==> src/rtl/wb_master_bridge.sv <==
// wb_master_bridge: pipelined Wishbone B4 master fed by a valid/ready request stream.
// Issues one transfer per cycle and returns responses in request order. A credit counter
// caps the number of requests in flight, so the response FIFO always has room for an ack.
//
// Ports
//   clk_i, rst_i            clock; asynchronous active-low reset
//   req_*                   request stream in (valid/ready, addr, wdata, sel, we)
//   resp_*                  response stream out (valid/ready, data, we)
//   err_o                   sticky: an ack arrived with nothing outstanding
//   addr_o..stb_o, cti_o    Wishbone master outputs
//   data_i, ack_i, stall_i  Wishbone slave returns
module wb_master_bridge #(
  parameter int unsigned MAX_OUTSTANDING = 4
) (
  input  logic        clk_i,
  input  logic        rst_i,
  input  logic        req_valid_i,
  output logic        req_ready_o,
  input  logic [31:0] req_addr_i,
  input  logic [31:0] req_wdata_i,
  input  logic [3:0]  req_sel_i,
  input  logic        req_we_i,
  output logic        resp_valid_o,
  input  logic        resp_ready_i,
  output logic [31:0] resp_data_o,
  output logic        resp_we_o,
  output logic        err_o,
  output logic [31:0] addr_o,
  output logic [31:0] data_o,
  input  logic [31:0] data_i,
  output logic [3:0]  sel_o,
  output logic        we_o,
  output logic        cyc_o,
  output logic        stb_o,
  output logic [2:0]  cti_o,
  input  logic        ack_i,
  input  logic        stall_i
);

  localparam int unsigned PtrW = (MAX_OUTSTANDING > 1) ? $clog2(MAX_OUTSTANDING) : 1;
  localparam int unsigned CntW = $clog2(MAX_OUTSTANDING + 1);
  localparam logic [CntW-1:0] CntMax  = CntW'(MAX_OUTSTANDING);
  localparam logic [PtrW-1:0] PtrLast = PtrW'(MAX_OUTSTANDING - 1);

  // Issue register
  logic              r_stb;
  logic [31:0]       r_addr;
  logic [31:0]       r_wdata;
  logic [3:0]        r_sel;
  logic              r_we;

  // Counters
  logic [CntW-1:0]   r_credits;
  logic [CntW-1:0]   r_bus_cnt;
  logic [CntW-1:0]   r_resp_cnt;
  logic              r_err;

  // Tag FIFO: write flag of each transfer the slave has taken but not acked
  logic              r_tag_mem [MAX_OUTSTANDING];
  logic [PtrW-1:0]   r_tag_wr;
  logic [PtrW-1:0]   r_tag_rd;

  // Response FIFO: {we, data}
  logic [32:0]       r_resp_mem [MAX_OUTSTANDING];
  logic [PtrW-1:0]   r_resp_wr;
  logic [PtrW-1:0]   r_resp_rd;

  logic              w_req_acc;
  logic              w_bus_acc;
  logic              w_ack_ok;
  logic              w_ack_bad;
  logic              w_pop;
  logic              w_ack_tag;
  logic [32:0]       w_resp_head;

  function automatic logic [PtrW-1:0] ptr_inc(input logic [PtrW-1:0] p);
    return (p == PtrLast) ? '0 : p + 1'b1;
  endfunction

  assign req_ready_o = (!r_stb || !stall_i) && (r_credits < CntMax);
  assign w_req_acc   = req_valid_i && req_ready_o;
  assign w_bus_acc   = r_stb && !stall_i;
  assign w_ack_ok    = ack_i && (r_bus_cnt != '0);
  assign w_ack_bad   = ack_i && (r_bus_cnt == '0);
  assign w_pop       = resp_valid_o && resp_ready_i;
  assign w_ack_tag   = r_tag_mem[r_tag_rd];
  assign w_resp_head = r_resp_mem[r_resp_rd];

  assign stb_o  = r_stb;
  assign addr_o = r_addr;
  assign data_o = r_wdata;
  assign sel_o  = r_sel;
  assign we_o   = r_we;
  assign cti_o  = 3'b111;
  // Both terms are registered, so cyc_o stays clean across back-to-back transfers.
  assign cyc_o  = r_stb || (r_bus_cnt != '0);
  assign err_o  = r_err;

  // Storage beyond the head is never observed, so output zeros whenever the FIFO is empty.
  assign resp_valid_o = (r_resp_cnt != '0);
  assign resp_we_o    = resp_valid_o && w_resp_head[32];
  assign resp_data_o  = resp_valid_o ? w_resp_head[31:0] : 32'h0;

  // Issue register: a new accept overrides the clear, keeping stb high back-to-back.
  always_ff @(posedge clk_i or negedge rst_i) begin
    if (!rst_i) begin
      r_stb   <= 1'b0;
      r_addr  <= 32'h0;
      r_wdata <= 32'h0;
      r_sel   <= 4'h0;
      r_we    <= 1'b0;
    end else if (w_req_acc) begin
      r_stb   <= 1'b1;
      r_addr  <= req_addr_i;
      r_wdata <= req_wdata_i;
      r_sel   <= req_sel_i;
      r_we    <= req_we_i;
    end else if (w_bus_acc) begin
      r_stb   <= 1'b0;
    end
  end

  always_ff @(posedge clk_i or negedge rst_i) begin
    if (!rst_i) begin
      r_credits  <= '0;
      r_bus_cnt  <= '0;
      r_resp_cnt <= '0;
      r_err      <= 1'b0;
      r_tag_wr   <= '0;
      r_tag_rd   <= '0;
      r_resp_wr  <= '0;
      r_resp_rd  <= '0;
    end else begin
      unique case ({w_req_acc, w_pop})
        2'b10:   r_credits <= r_credits + 1'b1;
        2'b01:   r_credits <= r_credits - 1'b1;
        default: r_credits <= r_credits;
      endcase
      unique case ({w_bus_acc, w_ack_ok})
        2'b10:   r_bus_cnt <= r_bus_cnt + 1'b1;
        2'b01:   r_bus_cnt <= r_bus_cnt - 1'b1;
        default: r_bus_cnt <= r_bus_cnt;
      endcase
      unique case ({w_ack_ok, w_pop})
        2'b10:   r_resp_cnt <= r_resp_cnt + 1'b1;
        2'b01:   r_resp_cnt <= r_resp_cnt - 1'b1;
        default: r_resp_cnt <= r_resp_cnt;
      endcase
      if (w_bus_acc) r_tag_wr  <= ptr_inc(r_tag_wr);
      if (w_ack_ok)  r_tag_rd  <= ptr_inc(r_tag_rd);
      if (w_ack_ok)  r_resp_wr <= ptr_inc(r_resp_wr);
      if (w_pop)     r_resp_rd <= ptr_inc(r_resp_rd);
      if (w_ack_bad) r_err     <= 1'b1;
    end
  end

  // FIFO storage needs no reset: pointers and counts define what is valid.
  always_ff @(posedge clk_i) begin
    if (w_bus_acc) r_tag_mem[r_tag_wr] <= r_we;
    if (w_ack_ok)  r_resp_mem[r_resp_wr] <= {w_ack_tag, w_ack_tag ? 32'h0 : data_i};
  end

endmodule

==> config.mk <==
export PLATFORM = sky130hd
export DESIGN_NAME = wb_master_bridge
export DESIGN_NICKNAME = d
export VERILOG_FILES = /design/src/rtl/wb_master_bridge.sv
export SDC_FILE = /design/constraint.sdc
export NUM_CORES = 1
export LEC_CHECK = 0
export BUFFER_PORTS_ARGS = -buffer_cell sky130_fd_sc_hd__buf_4
export CELL_PAD_IN_SITES_DETAIL_PLACEMENT = 2
export CELL_PAD_IN_SITES_GLOBAL_PLACEMENT = 2
export CORE_UTILIZATION = 30
export CTS_BUF_LIST = sky130_fd_sc_hd__clkbuf_16
export CTS_CLUSTER_DIAMETER = 50
export DETAILED_ROUTE_END_ITERATION = 10
export GPL_TIMING_DRIVEN = 1
export PLACE_DENSITY = 0.7
export SLEW_MARGIN = 5
export SYNTH_ARGS = -nofsm -noshare
export SYNTH_HDL_FRONTEND = slang
export SYNTH_SLANG_ARGS = --single-unit
==> constraint.sdc <==
create_clock -name clk_i -period 3.23 [get_ports clk_i]
set_input_delay 0.646 -clock clk_i [delete_from_list [all_inputs] [get_ports clk_i]]
set_output_delay 0.646 -clock clk_i [all_outputs]
set_load 0.005 [all_outputs]
==> results.md, run 1 <==
- Vias in the first global route: 6221
- Detailed-route via count: 5166
- P&R area growth vs syn: 35.66%
- Slowest Stage Delay on Critical Path: 760 ps
- Mapped cell area: 9016 um^2
- Final Hold Fails: 0
- Setup crit end kind: primary output
- CP Cell Sequence: buf_12, mux4_2, and2_1, buf_4
- Row count: 63
- Overall routed net length: 23.16 mm
- Total GRT Usage: 0.1532
- FFs w/ async S/R, synth: 0.3929
- Crit-path max FO: 17
- Tcrit/Tclk final: 0.9347
- Seq/Total Area, Yosys: 0.6972
- Drt drc: 0
- Number of max-cap violations: 0
- Unrepaired setup endpoints after global routing: false
- Antenna violations before repair: 0
- Top cell type's share of synthesized area: 0.4530
- Worst slack, placed: 654.7 ps
- IO Pins: 217
- Top-count cell post-synth: edfxtp_1
- Clock skew: 27.51 ps
- Internal reg-to-reg setup slack: 860 ps
- Status: finished, final reports clean
- Commonest cells in the netlist: 136 x edfxtp_1, 88 x dfrtp_1, 68 x mux2_1
- Share of cells above drive strength 1: 0.4323
- Ys flop type: edfxtp_1
- CTS H-Tree Depth: 2
- Worst path buffer plus inverter count: 2
- DRT iter0 DRCs: 174
- F_max: 0.3312 GHz
- CP top delay family: flip-flops
- # nets final: 859
- Placer Congestion: 0.7429
- Post-detail-place hpwl: 16.10 mm
- Min Hold Slack: 233.7 ps
- Residual antenna-violating net count after detailed routing: 0
- Global-route wire length before repair: 35.71 mm
- Setup_tns: 0 ps
- Startpoint types: flop
- Pwr/cell area: 1031 nW/um^2
- Crit path depth: 4
- Filler cells: 2930
- P_leak: 4.987 nW
- Clock sink count: 224
- Largest net degree at the start of global routing: 71
- Final WS setup: 210.8 ps
- Yosys synthesis warning count: 0
- CTS resizes: 0
- Root Buffer: clkbuf_16
- Die Area: 30750 um^2
- CP required: 2580 ps
- Area contributors post-synth: edfxtp_1 45%, dfrtp_1 24%, mux2_1 8.5%, mux4_2 8.5%, and2_1 2.8%
- Yosys cell types: 29
- Clock latency on the worst-skew pair: 510 ps
- CTS Buf Count: 35
- Die height: 175.4 um
- PortBufs: 213
- Post-cts hold buffer count: 0
- Sequential cell area: 6289 um^2
- Multi-input gate area: 2545 um^2
- DR vias/cell: 4.488
- Slew Limit Fails: 0
- Peak supply drop: 0.4813 mV
- Crit path max-delay cell type: dfrtp_2
- Core ar.: 29640 um^2
- GRT overflow: 0
- Fin cells: 1151
- Clock tree buffer depth: 3
- ANT cells: 0
- Placed insts: 1089
- Syn Inst Count: 495
- Setup bufs post-CTS: 0
- Yosys reg bits: 224
- Drt pass-1 iters: 4
- Min-Delay Path Class: in -> async
- Crit path DAT: 2370 ps
- Minimum clock period: 3019 ps
- Reg2Reg Depth: 8
- Post-synthesis average cell area: 18.21 um^2
- EDFF count, synth: 136
- WL per Instance: 20.12 um
- CTS tree: yes
- Worst Max-Slew Pin Slew: 910.7 ps
- Initial Util: 0.3042
- Final setup violation count: 0
- Slew HR: 0.3929
- Clk pin slew, worst setup/hold paths: 50 ps
- Yosys top cell by area: edfxtp_1
- Die X: 175.4 um
- Critical path class: reg -> out
final timing paths:
| path | start | endpoint |
|---|---|---|
| max reg2reg | r_resp_cnt[0] | r_credits[2] |
| max in group asynchronous | rst_i | data_o[9] |
| max | r_resp_rd[0] | resp_data_o[13] |
| min in group clk_i | req_addr_i[30] | addr_o[30] |
| min | rst_i | addr_o[13] |
| min reg2reg | r_resp_cnt[2] | r_resp_cnt[2] |
registers in the layout, summed over array words and instances (netlist names):
| signal | flops |
|---|---|
| stb_o | 1 |
| r_resp_wr | 2 |
| r_tag_rd | 2 |
| r_tag_wr | 2 |
| r_resp_mem | 132 |
| data_o | 32 |
| err_o | 1 |
| r_tag_mem | 4 |
| r_bus_cnt | 3 |
| addr_o | 32 |
| we_o | 1 |
| r_credits | 3 |
| r_resp_rd | 2 |
| sel_o | 4 |
| r_resp_cnt | 3 |
kinds of logic after synthesis:
group                    after synthesis  share of synthesized area
other                                  1                  0.0004159
flip-flops                           224                     0.6972
AO/OA/AOI/OAI                          7                   0.006660
AND/OR/NAND/NOR                       90                    0.05967
XOR/XNOR                               9                   0.008742
adder cells (fa/ha/maj)               16                    0.02470
buffers and inverters                 38                    0.02220
multiplexers                         110                     0.1804
cell type report:
type                       instances  area share
multi-input combinational        235      0.2081
clock buffer                      36     0.07365
timing repair buffer             228      0.1410
sequential                       224      0.5141
clock inverter                    26     0.01964
inverter                          12    0.003682
tap                              390     0.03989
layout by cell type (no fill, tap or decap), drive strengths merged, types with 4 or more instances in the layout:
cell type / count
and2: 42
buf: 228
clkbuf: 36
clkinv: 8
dfrtp: 88
edfxtp: 136
ha: 13
inv: 26
mux2: 74
mux4: 34
nand2: 5
nor2: 5
nor2b: 33
xnor2: 4
xor2: 5
power by group:
group | switching [mW] | total (mW) | internal (mW)
clock network | 1.36 | 3.65 | 2.29
logic | 1.86 | 4.17 | 2.31
registers | 0.561 | 4.79 | 4.22
total | 3.78 | 12.6 | 8.82
through the flow:
step | cell area, um^2 | total power, mW | utilization
floorplan | 9024 | 6.871 | -
global placement | 11090 | 8.806 | 0.3742
detailed placement | 11090 | 9.151 | 0.3742
CTS | 12230 | 12.90 | 0.4127
global route | 12230 | 13.33 | 0.4127
finish | 12230 | 12.61 | 0.4127
layer usage:
layer,vias up,part of all wire,global-route usage
li1,2295,-,-
met1,2641,0.37,0.1670
met2,195,0.52,0.2798
met3,35,0.085,0.05108
met4,0,0.018,0.04638
met5,-,0,0
worst register-to-register path: stages (launching register included):
cell and delay, ps:
dfrtp_1 400, or3_1 380, buf_4 250, and2_4 240
ha_1 220, fa_1 380, xnor2_1 130, nor2_1 130
xor2_1 170
Power figures use the tool's default switching activity.
==> run 2, diff against run 1 <==
CELL_PAD_IN_SITES_DETAIL_PLACEMENT = default   (was 2)
CELL_PAD_IN_SITES_GLOBAL_PLACEMENT = default   (was 2)
PLACE_DENSITY = 0.55   (was 0.7)
RECOVER_POWER = 100   (was default)
==> run 2 against run 1 <==
Net effect: the run now ends with max-capacitance violations, max-slew violations left; global-route usage shrank 2.5 points; critical path type unchanged; non-clock buffer count shrank 5; total power shrank 8.8%; die area is the same; maximum frequency grew 1.5%; first-iteration DRC count grew 9.8%; highest routed layer unchanged; design area shrank 3.4%; largest cell class unchanged; setup slack gained 44 ps; critical endpoint is now resp_we_o; critical path depth is the same.
==> results.md, run 2 (same netlist as run 1, synthesis figures left out) <==
- Status: complete, but fails checks
- Violated checks: max-capacitance violations, max-slew violations
- Critical path class: reg -> out
- Filler cells: 2777 (-5.2%)
- Multi-input gate area: 2517 um^2 (-1.1%)
- Die X: 175.4 um (unchanged)
- Clock sink count: 224 (unchanged)
- Min-Delay Path Class: in -> reg
- Final Hold Fails: 0 (unchanged)
- P_leak: 4.703 nW (-5.7%)
- Row count: 63 (unchanged)
- Root Buffer: clkbuf_16
- Net Sw Frac: 0.2964 (-0.003753)
- Setup crit end kind: primary output
- CTS H-Tree Depth: 1 (-1)
- F_max: 0.3362 GHz (+1.5%)
- Slew Limit Fails: 71 (+71)
- Clock tree buffer depth: 3 (unchanged)
- Post-detail-place hpwl: 12.79 mm (-21%)
- Placer Congestion: 0.7766 (+4.5%)
- DRT iter0 DRCs: 191 (+9.8%)
- CTS tree: yes
- Vias in the first global route: 5818 (-6.5%)
- Unrepaired setup endpoints after global routing: false
- Portion of total power attributed to sequential cells: 0.411 (+0.031)
- Total GRT Usage: 0.1284 (-0.02482)
- Number of max-cap violations: 1 (+1)
- IO Pins: 217 (unchanged)
- Global-route wire length before repair: 31.02 mm (-13%)
- P&R area growth vs syn: 31.00%
- Largest register FFs: 132 (unchanged)
- Minimum clock period: 2975 ps (-44.48 ps)
- Crit path DAT: 2330 ps (-40 ps)
- Crit-path max FO: 23 (+6)
- Die Area: 30750 um^2 (unchanged)
- Setup bufs post-CTS: 0 (unchanged)
- GRT overflow: 0 (unchanged)
- PortBufs: 213 (unchanged)
- Detailed-route via count: 5040 (-2.4%)
- # nets final: 847 (-1.4%)
- Residual antenna-violating net count after detailed routing: 0 (unchanged)
- Most frequent cells in the layout: 136 x edfxtp_1, 130 x buf_4, 87 x dfrtp_1
- Fin cells: 1134 (-1.5%)
- Most common cell after layout, fill and taps aside: edfxtp_1
- Gate power share: 0.333 (+0.002)
- Drt drc: 0 (unchanged)
- Clk pin slew, worst setup/hold paths: 60 ps (about the same)
- Tcrit/Tclk final: 0.9210 (-0.01377)
- DR vias/cell: 4.444 (-0.98%)
- Share of cells above drive strength 1: 0.3790 (-0.05329)
- Core ar.: 29640 um^2 (unchanged)
- Clock power frac: 0.255 (-0.034)
- Slew HR: -0.1752 (-0.5680)
- Final setup violation count: 0 (unchanged)
- Overall routed net length: 19.35 mm (-16%)
- CTS Buf Count: 28 (-20%)
- Top reg by flops: r_resp_mem
- Min Hold Slack: 328.2 ps (+94.55 ps)
- ANT cells: 0 (unchanged)
- Worst Max-Slew Pin Slew: 1763 ps (+852.1 ps)
- Setup_tns: 0 ps (unchanged)
- WL per Instance: 17.06 um (-15%)
- Antenna violations before repair: 0 (unchanged)
- Peak supply drop: 0.5408 mV (+12%)
- Clock skew: 20.84 ps (-6.675 ps)
- CP required: 2580 ps (about the same)
- Initial Util: 0.3042 (unchanged)
- Power Internal: 8.094 mW (-8.3%)
- Drt pass-1 iters: 4 (unchanged)
- Startpoint types: flop
- Largest net degree at the start of global routing: 72 (+1.4%)
- Psw: 3.409 mW (-9.9%)
- Pwr/cell area: 973.9 nW/um^2 (-5.5%)
- Placed insts: 1083 (-0.55%)
- Clock latency on the worst-skew pair: 530 ps (+20 ps)
- Sequential cell area: 6287 um^2 (about the same)
- Die height: 175.4 um (unchanged)
run 2: cell type report:
cell class	instances	area share
clock inverters	21	0.01356
repair buffers	223	0.1344
well taps	390	0.04131
multi-input cells	235	0.2131
clock buffers	29	0.06144
flip-flops and latches	224	0.5323
inverters	12	0.003814
run 2: worst paths after layout:
path	start	end	slack (ps)	cells past startpoint
worst max-delay path	r_resp_rd[0]	resp_we_o	260	4
worst min-delay path	req_addr_i[28]	addr_o[28]	330	2
worst max register to register	r_bus_cnt[0]	r_resp_mem[3][6]	340	4
worst min register to register	err_o	err_o	450	1
max in group asynchronous	rst_i	r_resp_rd[0]	770	3
min in group asynchronous	rst_i	data_o[22]	820	2
run 2: power groups by stage:
stage | sequential, mW | clock, mW | combinational (mW)
finish | 4.73 | 2.94 | 3.83
global route | 4.86 | 3.15 | 4.25
CTS | 4.78 | 3.03 | 4.18
detailed placement | 4.80 | 0 | 4.16
global placement | 4.76 | 0 | 4.04
floorplan | 4.66 | 0 | 2.21
run 2: routing by layer:
layer,vias to the layer above,wire length (um),GRT usage
li1,2279,-,-
met1,2510,7369,0.1489
met2,211,9813,0.2267
met3,40,1678,0.04199
met4,0,487,0.03442
met5,-,0,0
run 2: stage by stage:
stage / setup slack [ps] / util / total power, mW / cell area (um^2)
2_1_floorplan: 1021 / - / 6.871 / 9024
3_3_place_gp: 791.4 / 0.3743 / 8.795 / 11090
3_5_place_dp: 762.3 / 0.3743 / 8.964 / 11090
4_1_cts: 171.0 / 0.4046 / 11.99 / 11990
5_1_grt: 56.75 / 0.3985 / 12.26 / 11810
6_report: 255.2 / 0.3985 / 11.50 / 11810
run 2: critical path, cell delays in order, from the launching register on:
cell	delay, ps
dfrtp_2	640
buf_12	280
mux4_2	530
and2_0	190
buf_4	140
run 2: what timing repair did:
item,CTS,global route
hold buffers,1,0
hold endpoints to repair,17,0
resized for setup,0,0
==> run 3, diff against run 2 <==
CTS_BUF_LIST = sky130_fd_sc_hd__clkbuf_4 sky130_fd_sc_hd__clkbuf_8   (was sky130_fd_sc_hd__clkbuf_16)
==> run 3 against run 2 <==
Net effect: the flow still finishes with violations (max-capacitance violations, max-slew violations); via count increased by 0.34%; sequential power barely moved; routed wire length rose by 0.39%; critical path depth is the same; clock skew is 2.5 ps higher; maximum frequency rose by 0.33%; global-route usage rose by 0.069 points; sequential share of layout area increased by 0.58 points; register-to-register slack about the same; hold slack improved by 4.8 ps; critical path type unchanged; largest cell class unchanged; largest power group unchanged.
==> results.md, run 3 (same netlist as run 1, synthesis figures left out) <==
- CTS Buf Count: 39 (+39%)
- Largest net degree at the start of global routing: 72 (unchanged)
- F_max: 0.3373 GHz (+0.33%)
- Worst Max-Slew Pin Slew: 1760 ps (-2.413 ps)
- Clock tree buffer depth: 3 (unchanged)
- Tcrit/Tclk final: 0.9180 (-0.003024)
- Unrepaired setup endpoints after global routing: false
- Clock latency on the worst-skew pair: 520 ps (about the same)
- Clock sink count: 224 (unchanged)
- Startpoint types: flop
- Peak supply drop: 0.4361 mV (-19%)
- Hold EP: data_o[30]
- Power Total: 11.10 mW (-3.5%)
- Drt drc: 0 (unchanged)
- CTS tree: yes
- DR vias/cell: 4.409 (-0.80%)
- Top reg by flops: r_resp_mem
- IO Pins: 217 (unchanged)
- Post-detail-place hpwl: 12.79 mm (unchanged)
- Die height: 175.4 um (unchanged)
- Share of cells above drive strength 1: 0.3937 (+0.01463)
- Pwr/cell area: 950.3 nW/um^2 (-2.4%)
- PortBufs: 213 (unchanged)
- Slew Limit Fails: 71 (unchanged)
- WHS Path Cells: 2 (unchanged)
- Vias in the first global route: 5899 (+1.4%)
- Critical Path Source: r_resp_rd[0]
- WL per Instance: 16.93 um (-0.75%)
- Total GRT Usage: 0.1291 (+0.0006880)
- Multi-input gate area: 2517 um^2 (unchanged)
- Clock skew: 23.39 ps (+2.549 ps)
- Crit-path max FO: 23 (unchanged)
- Largest register FFs: 132 (unchanged)
- CTS resizes: 0 (unchanged)
- Core ar.: 29640 um^2 (unchanged)
- CP required: 2580 ps (about the same)
- Filler cells: 2805 (+1.0%)
- Crit path DAT: 2320 ps (about the same)
- Final Hold Fails: 0 (unchanged)
- Antenna violations before repair: 0 (unchanged)
- Most frequent cells in the layout: 136 x edfxtp_1, 130 x buf_4, 87 x dfrtp_1
- ANT cells: 0 (unchanged)
- Clk pin slew, worst setup/hold paths: 60 ps (about the same)
- Post-layout util: 0.3943 (-0.004264)
- Placer Congestion: 0.7766 (unchanged)
- P_leak: 4.648 nW (-1.2%)
- Sequential cell area: 6287 um^2 (unchanged)
- Final setup violation count: 0 (unchanged)
- DRT iter0 DRCs: 198 (+3.7%)
- Min Hold Slack: 333.1 ps (+4.819 ps)
- Reg2Reg Depth: 4 (unchanged)
- Reg-to-reg critical path endpoint: r_resp_mem[2][10]
- Hold_sp: req_wdata_i[30]
- GRT overflow: 0 (unchanged)
- CTS H-Tree Depth: 2 (+1)
- Residual antenna-violating net count after detailed routing: 0 (unchanged)
- Design area: 11690 um^2 (-1.1%)
- Die Area: 30750 um^2 (unchanged)
- Critical path class: reg -> out
- DP Area: 11090 um^2 (unchanged)
- Min-Delay Path Class: in -> reg
- Row count: 63 (unchanged)
- Fin cells: 1147 (+1.1%)
- Root Buffer: clkbuf_8
- Status: complete, but fails checks
- Minimum clock period: 2965 ps (-9.769 ps)
- Number of max-cap violations: 1 (unchanged)
- Violated checks: max-capacitance violations, max-slew violations
- Slew HR: -0.1735 (+0.001609)
- P&R area growth vs syn: 29.60%
- Initial Util: 0.3042 (unchanged)
- Setup crit end kind: primary output
- # nets final: 858 (+1.3%)
- Final WS setup: 265.0 ps (+9.769 ps)
- Placed insts: 1083 (unchanged)
- Post-cts hold buffer count: 1 (unchanged)
- Overall routed net length: 19.42 mm (+0.39%)
- Internal reg-to-reg setup slack: 340 ps (about the same)
- Setup_tns: 0 ps (unchanged)
- Most common cell after layout, fill and taps aside: edfxtp_1
- Die X: 175.4 um (unchanged)
- Drt pass-1 iters: 6 (+2)
- RR Startpoint: r_bus_cnt[0]
- Detailed-route via count: 5057 (+0.34%)
- Setup bufs post-CTS: 0 (unchanged)
- Global-route wire length before repair: 30.91 mm (-0.35%)
- Worst slack, placed: 762.3 ps (unchanged)
## run 3: routing by layer
metal | global-route usage | part of all wire | up-vias
li1 | - | - | 2292
met1 | 0.1444 | 0.38 | 2510
met2 | 0.2255 | 0.50 | 209
met3 | 0.04719 | 0.087 | 46
met4 | 0.04493 | 0.026 | 0
met5 | 0 | 0 | -
## run 3: layout make-up
class / count / share of cell area
Clock buffer: 53 / 0.05707
Clock inverter: 10 / 0.007924
Inverter: 12 / 0.003855
Multi-Input combinational cell: 235 / 0.2154
Sequential cell: 224 / 0.5381
Tap cell: 390 / 0.04176
Timing Repair Buffer: 223 / 0.1359
## run 3: worst max-delay path by stage
stage                             endpoint  depth (start not counted)  slack [ps]
after detailed placement    resp_data_o[0]                          4         760
after global routing      r_resp_mem[2][0]                          4          50
final                       resp_data_o[1]                          4         270
after CTS                   resp_data_o[0]                          4         180
after floorplan               r_credits[2]                          8        1020
after global placement      resp_data_o[1]                          4         790
## run 3: where the power goes
part | internal (mW) | leakage, nW | switching, mW
Clock | 1.48 | 0.401 | 1.06
Combinational | 2.09 | 1.95 | 1.74
Sequential | 4.23 | 2.30 | 0.506
Total | 7.80 | 4.65 | 3.31
## run 3: critical path: stages (launching register included)
cell	delay (ps)
dfrtp_2	640
buf_12	280
mux4_2	510
and2_0	200
buf_4	150
